==> config.mk <==
export PLATFORM = sky130hd
export DESIGN_NAME = x_mul_y
export DESIGN_NICKNAME = d
export VERILOG_FILES = /design/src/rtl/x_mul_y.sv
export SDC_FILE = /design/constraint.sdc
export NUM_CORES = 1
export LEC_CHECK = 0
export ABC_AREA = 1
export CORE_AREA = 2 2 130 132
export CTS_BUF_LIST = sky130_fd_sc_hd__clkbuf_8
export DETAILED_ROUTE_END_ITERATION = 16
export DIE_AREA = 0 0 132 134
export SLEW_MARGIN = 20
export SYNTH_ARGS = -nofsm -noshare
export SYNTH_HDL_FRONTEND = slang
export SYNTH_SLANG_ARGS = --single-unit
==> constraint.sdc <==
create_clock -name clk -period 4.45 [get_ports clk]
set_clock_uncertainty 0.05 [all_clocks]
set_input_delay 0.89 -clock clk [delete_from_list [all_inputs] [get_ports clk]]
set_output_delay 0.89 -clock clk [all_outputs]
set_load 0.03 [all_outputs]
==> src/rtl/x_mul_y.sv <==
// ---------------------------------------------------------------------------
// x_mul_y : sequential 16x16 unsigned shift-and-add multiplier.
//
// One partial product is added per clock. Operands are captured when start is
// accepted, and every run takes exactly 16 iterations. The 32-bit product is
// written to out on the completion edge and held, with ready high, until the
// next accepted start.
//
// Ports
//   clk    in   1  rising-edge clock
//   reset  in   1  asynchronous, active-low reset
//   start  in   1  multiply request, accepted only in IDLE or DONE
//   x      in  16  multiplicand, sampled on the accepting edge
//   y      in  16  multiplier, sampled on the accepting edge
//   out    out 32  product register
//   ready  out  1  out holds the product of the most recent accepted start
//   busy   out  1  iteration sequence running
//
// State | meaning
// IDLE  | out of reset, waiting for start
// RUN   | iterating, one partial product per edge, start ignored
// DONE  | product valid on out, start restarts immediately
// ---------------------------------------------------------------------------
module x_mul_y (
    input  logic        clk,
    input  logic        reset,
    input  logic        start,
    input  logic [15:0] x,
    input  logic [15:0] y,
    output logic [31:0] out,
    output logic        ready,
    output logic        busy
);

    typedef enum logic [1:0] {
        IDLE = 2'd0,
        RUN  = 2'd1,
        DONE = 2'd2
    } state_t;

    state_t      state_q, state_d;
    logic [3:0]  cnt_q, cnt_d;
    logic [31:0] acc_q, acc_d;
    logic [31:0] mcand_q, mcand_d;
    logic [15:0] mplier_q, mplier_d;
    logic [31:0] out_q, out_d;
    logic        ready_q, ready_d;
    logic        busy_q, busy_d;

    logic [31:0] sum;

    // Both operands fit in 16 bits, so the running sum never exceeds 32 bits.
    assign sum = acc_q + (mplier_q[0] ? mcand_q : 32'd0);

    always_comb begin
        state_d  = state_q;
        cnt_d    = cnt_q;
        acc_d    = acc_q;
        mcand_d  = mcand_q;
        mplier_d = mplier_q;
        out_d    = out_q;
        ready_d  = ready_q;
        busy_d   = busy_q;

        unique case (state_q)
            IDLE, DONE: begin
                if (start) begin
                    state_d  = RUN;
                    busy_d   = 1'b1;
                    ready_d  = 1'b0;
                    cnt_d    = 4'd0;
                    acc_d    = 32'd0;
                    mcand_d  = {16'd0, x};
                    mplier_d = y;
                end
            end
            RUN: begin
                acc_d    = sum;
                mcand_d  = {mcand_q[30:0], 1'b0};
                mplier_d = {1'b0, mplier_q[15:1]};
                cnt_d    = cnt_q + 4'd1;
                // The last iteration writes its sum straight to out so the
                // product appears on the 16th edge, not one edge later.
                if (cnt_q == 4'd15) begin
                    out_d   = sum;
                    ready_d = 1'b1;
                    busy_d  = 1'b0;
                    state_d = DONE;
                end
            end
            default: begin
                state_d = IDLE;
                busy_d  = 1'b0;
                ready_d = 1'b0;
            end
        endcase
    end

    always_ff @(posedge clk or negedge reset) begin
        if (!reset) begin
            state_q  <= IDLE;
            cnt_q    <= 4'd0;
            acc_q    <= 32'd0;
            mcand_q  <= 32'd0;
            mplier_q <= 16'd0;
            out_q    <= 32'd0;
            ready_q  <= 1'b0;
            busy_q   <= 1'b0;
        end else begin
            state_q  <= state_d;
            cnt_q    <= cnt_d;
            acc_q    <= acc_d;
            mcand_q  <= mcand_d;
            mplier_q <= mplier_d;
            out_q    <= out_d;
            ready_q  <= ready_d;
            busy_q   <= busy_d;
        end
    end

    assign out   = out_q;
    assign ready = ready_q;
    assign busy  = busy_q;

endmodule

# After elaboration in Yosys (flattened, before gate mapping)
# Index checks and enable logic that the tools add are counted.
[classes]
addsub = 2
eq_ne = 5
muxes = 18
n_reduce_logical = 6
[ops]
columns = ["op", "n"]
rows = [
  ["$pmux 32 s2", 2],
  ["$mux 32", 3],
  ["$add 32x32->32", 1],
  ["$pmux 16 s2", 1],
  ["$mux 16", 1],
  ["$pmux 4 s2", 1],
  ["$reduce_and 2->1", 3],
  ["$add 4x1->4 const B", 1],
  ["$eq 4x4->1 const B", 1],
  ["$mux 1", 4],
  ["$mux 2", 2],
  ["$mux 4", 1],
  ["$ne 2x2->1 const B", 2],
  ["$pmux 1 s2", 2],
  ["$pmux 2 s2", 1],
  ["$eq 2x1->1 const B", 1],
  ["$eq 2x2->1 const B", 1],
  ["$logic_not 2->1", 1],
  ["$reduce_bool 2->1", 1],
  ["$reduce_or 2->1", 1],
]
[totals]
register_bits = 120
input_bits = 35
out_inout_bits = 34
wordCells = 39

# Longest topological paths before layout
[depth]
ltp_word = 4
depth_mapped = 16
depth_no_buf = 14

# Worst setup path after synthesis
# Ideal clock, no wire load.
[synth_timing]
path_type = "register to register"
from = "reg mplier_q[0]"
to = "reg acc_q[28]"
setup_time_ns = 0.118
t_arrival_ns = 1.962
required_ns = 4.282
path_slack_ns = 2.321
path_stages_with_launch = 14
path_buffers = 2
synth_period_minus_slack_ns = 2.129
path_cell_list = "dfrtp_1 clkbuf_1 clkbuf_1 nand2_1 inv_1 ha_1 nand2_1 inv_2 a21oi_1 nand3_1 nand2_1 nand3_1 nand3_1 nand2_1"
[synth_via]
elab_chain_len = 3
[synth_lines]
columns = ["element", "line", "rtl"]
rows = [
  ["start: declaration", "45", "logic [15:0] mplier_q, mplier_d;"],
  ["start signal: assignment", "114", "mplier_q <= mplier_d;"],
  ["$mux 32", "53", "assign sum = acc_q + (mplier_q[0] ? mcand_q : 32'd0);"],
  ["$add 32x32->32", "53", ""],
  ["$pmux 32 s2", "65", "unique case (state_q)"],
  ["end signal: assignment", "103", "acc_q <= 32'd0;"],
  ["end signal: assignment", "112", "acc_q <= acc_d;"],
  ["end: declaration", "43", "logic [31:0] acc_q, acc_d;"],
]
# No other way between the ends.
# A chain may end at the register's enable or synchronous reset.

# Worst setup path after layout
[layout_timing]
from = "reg mplier_q[0]"
to = "reg out_q[15], in the netlist out[15]"
[layout_via]
elab_chain_len = 2
[layout_lines]
columns = ["element", "line", "rtl"]
rows = [
  ["$mux 32", "53", ""],
  ["$add 32x32->32", "53", ""],
  ["end signal: assignment", "115", "out_q <= out_d;"],
  ["end: declaration", "46", "logic [31:0] out_q, out_d;"],
]
# No other way between the ends.

==> results.yml <==
floorplanning:
  dieWidth_um: 132
  die_y_um: 134
  die-area_um2: 17690
  coreArea_um2: 16290
  start_util: 0.4393
  num_rows: 47
  io_pins: 69
route:
  dr.first_iter.drc_count: 344
  wl_per_cell_um: 13.16
  vias: 6226
  via_per_inst: 4.688
  drt-total-wl_mm: 17.48
  drt.antenna.violating_nets: 0
  drc: 0
  first_pass_iters: 5
hold_path:
  hp-class: "in2async"
clocking:
  clock_latency_ps: 450
  htree_levels: 4
  cts.sinks: 119
  cts_root_buffer: "clkbuf_8"
  clk_pin_slew_ps: 90
  clockBufferDepth: 2
  cts_buffers: 17
  ctsResizeCount: 0
  postCtsSetupBuffers: 0
  cts_tree: "yes"
  postCtsHoldBufs: 0
synthesis:
  netlist_instances: 1030
  synth-seq-cells: 119
  synth_nets: 1098
  synth_area_um2: 7156
  synth_edf_count: 0
  synth_sequential_area_ratio: 0.4162
  syn_avg_cell_area_um2: 6.947
  synth-main-ff-cell: "dfrtp_1"
  synthArstFlopShare: 1.000
  synth_cell_types: 32
  synth_warnings: 0
worst_setup_path:
  worst-r2r-cell-count: 11
  path_max_fanout: 33
  slowest_delay_ps: 1010
  endpoint_kind: "register"
  path_cells: "nand2_1 > inv_1 > ha_1 > nand2_1 > inv_1 > a21oi_1 > nand2_1 > nand2_1 > nand2_2 > xnor2_1 > o21ai_1"
  crit_required_ps: 4700
  r2r_end: "out[15]$_DFFE_PN0P_"
  rrSetupSlack_ps: 1580
  cp_num_buf_inv: 2
  cpLargestDelayFamily: "flip-flops"
  critPathSlowestCell: "dfrtp_1"
  arrival_ps: 3120
  start_kind: "register"
  worst-setup-path-type: "reg2reg"
  r2r_start: "mplier_q[0]$_DFFE_PN0P_"
  path_common_cell: "nand2_1"
sta:
  min_period_over_period: 0.6454
  setup_viol_count_final: 0
  slew_viol_final: 0
  timing.hold.ws_ps: 384.2
  fmax_mhz: 348.2
  finalHoldViolations: 0
  fin_crit_ps: 2872
  tns_ps: 0
  rsz0062_at_grt: "false"
  slew_headroom: 0.3354
  tightest_slew_ps: 996.9
finish:
  drive_gt1_frac: 0.04874
  nNetsFinal: 1163
  area_delta_synth_final_pct: 18.59
  final_cell_area_um2: 8486
  n_fill_cell: 1645
  multi_input_area_um2: 3381
  seqCellArea_um2: 2978
  antenna_cells: 0
pwr:
  leakagePower_nw: 4.732
  cellPowerDensity_nw_per_um2: 735.5
  ir_worst_vdd_mv: 0.3619
placement:
  io_buffers: 68
  place_hpwl_mm: 13.09
  place_area_um2: 8036
  gp_congestion: 0.8802
grt:
  grt_usage: 0.2141
  grt_pass1_wl_mm: 29.88
  grt_pass1_vias: 5939
  grt_max_degree: 47
  grt.overflow.total: 0
  antenna_found_initial: 0
run:
  cap_violations: 0
outcome:
  status: "complete, no violations"
## state kept, by name, indices dropped and copies added (netlist names)
name	count
ready	1
state_q	1
mplier_q	16
mcand_q	32
out	32
busy	1
acc_q	32
cnt_q	4
## metrics by stage
stage	util	setup WS, ps	std cells	power, W
final	0.5209	1578	1328	0.006242
after global routing	0.5209	1270	1328	0.006817
after CTS	0.5209	1612	1328	0.006282
after detailed placement	0.4934	1636	1296	0.005155
after global placement	0.4934	1629	1296	0.005119
after floorplan	-	2321	1030	0.004206
## placed cells by master (no fill, tap or decap), types with 15 or more instances in the layout
cell	count
a21oi_1	24
clkbuf_8	20
clkdlybuf4s50_1	67
dfrtp_1	119
ha_1	32
inv_1	172
nand2_1	428
nand3_1	74
nor2_1	42
o21ai_0	23
o221ai_1	15
o22ai_1	15
## cells by family (layout without fill, tap and decap cells)
group | count (synthesis) | count (layout) | synth area share
AOI/OAI and AO/OA | 91 | 91 | 0.07641
and+or+nand+nor | 562 | 562 | 0.3165
DFF | 119 | 119 | 0.4162
buffers and inverters | 208 | 286 | 0.1114
adders and majority gates | 33 | 33 | 0.05875
xor gates and xnor gates | 17 | 17 | 0.02081
## per-layer routing
layer | share of wire | wire length, um | track usage
met3 | 0.038 | 671 | 0.03930
met4 | 0.015 | 259 | 0.07065
met5 | 0 | 0 | 0
met2 | 0.42 | 7312 | 0.3134
met1 | 0.53 | 9232 | 0.3190
## layout make-up
type,instances,share of cell area
Multi-Input combinational cell,703,0.3984
Sequential cell,119,0.3509
Timing Repair Buffer,75,0.08611
Inverter,179,0.07918
Clock buffer,20,0.03244
Tap cell,220,0.03244
Clock inverter,12,0.02050
## report_power, final
part | switching, W | total (W) | internal [W]
Combinational | 0.00207 | 0.00323 | 0.00116
Sequential | 0.000332 | 0.00191 | 0.00158
Clock | 0.000454 | 0.00111 | 0.000653
Total | 0.00285 | 0.00624 | 0.00339
## worst max path at each step
stage          slack (ps)               startpoint                     to  cells past startpoint
5_1_grt              1270  mplier_q[0]$_DFFE_PN0P_    out[15]$_DFFE_PN0P_                     11
3_5_place_dp         1640  mplier_q[0]$_DFFE_PN0P_    out[15]$_DFFE_PN0P_                     11
3_3_place_gp         1630  mplier_q[0]$_DFFE_PN0P_    out[25]$_DFFE_PN0P_                     12
6_report             1580  mplier_q[0]$_DFFE_PN0P_    out[15]$_DFFE_PN0P_                     11
4_1_cts              1610  mplier_q[0]$_DFFE_PN0P_    out[15]$_DFFE_PN0P_                     11
2_1_floorplan        2320  mplier_q[0]$_DFFE_PN0P_  acc_q[28]$_DFFE_PN0P_                     13
## cells in the mapped netlist, drive strengths merged (3+ instances only)
library cell    n  area, um^2
nand4           3       18.77
nand3          76       390.4
buf            12       61.30
dfrtp         119        2978
o22ai          15       93.84
o21ai          31       155.2
ha             32       400.4
nor3            4       25.02
nand2         430        1619
nor2           44       175.2
nand3b          4       30.03
clkbuf         17       63.81
xnor2          11       96.34
xor2            6       52.55
inv           179       671.9
o21bai          3       22.52
o221ai         15       131.4
a21oi          24       120.1
Note: power is estimated with default switching activity, not from simulation.
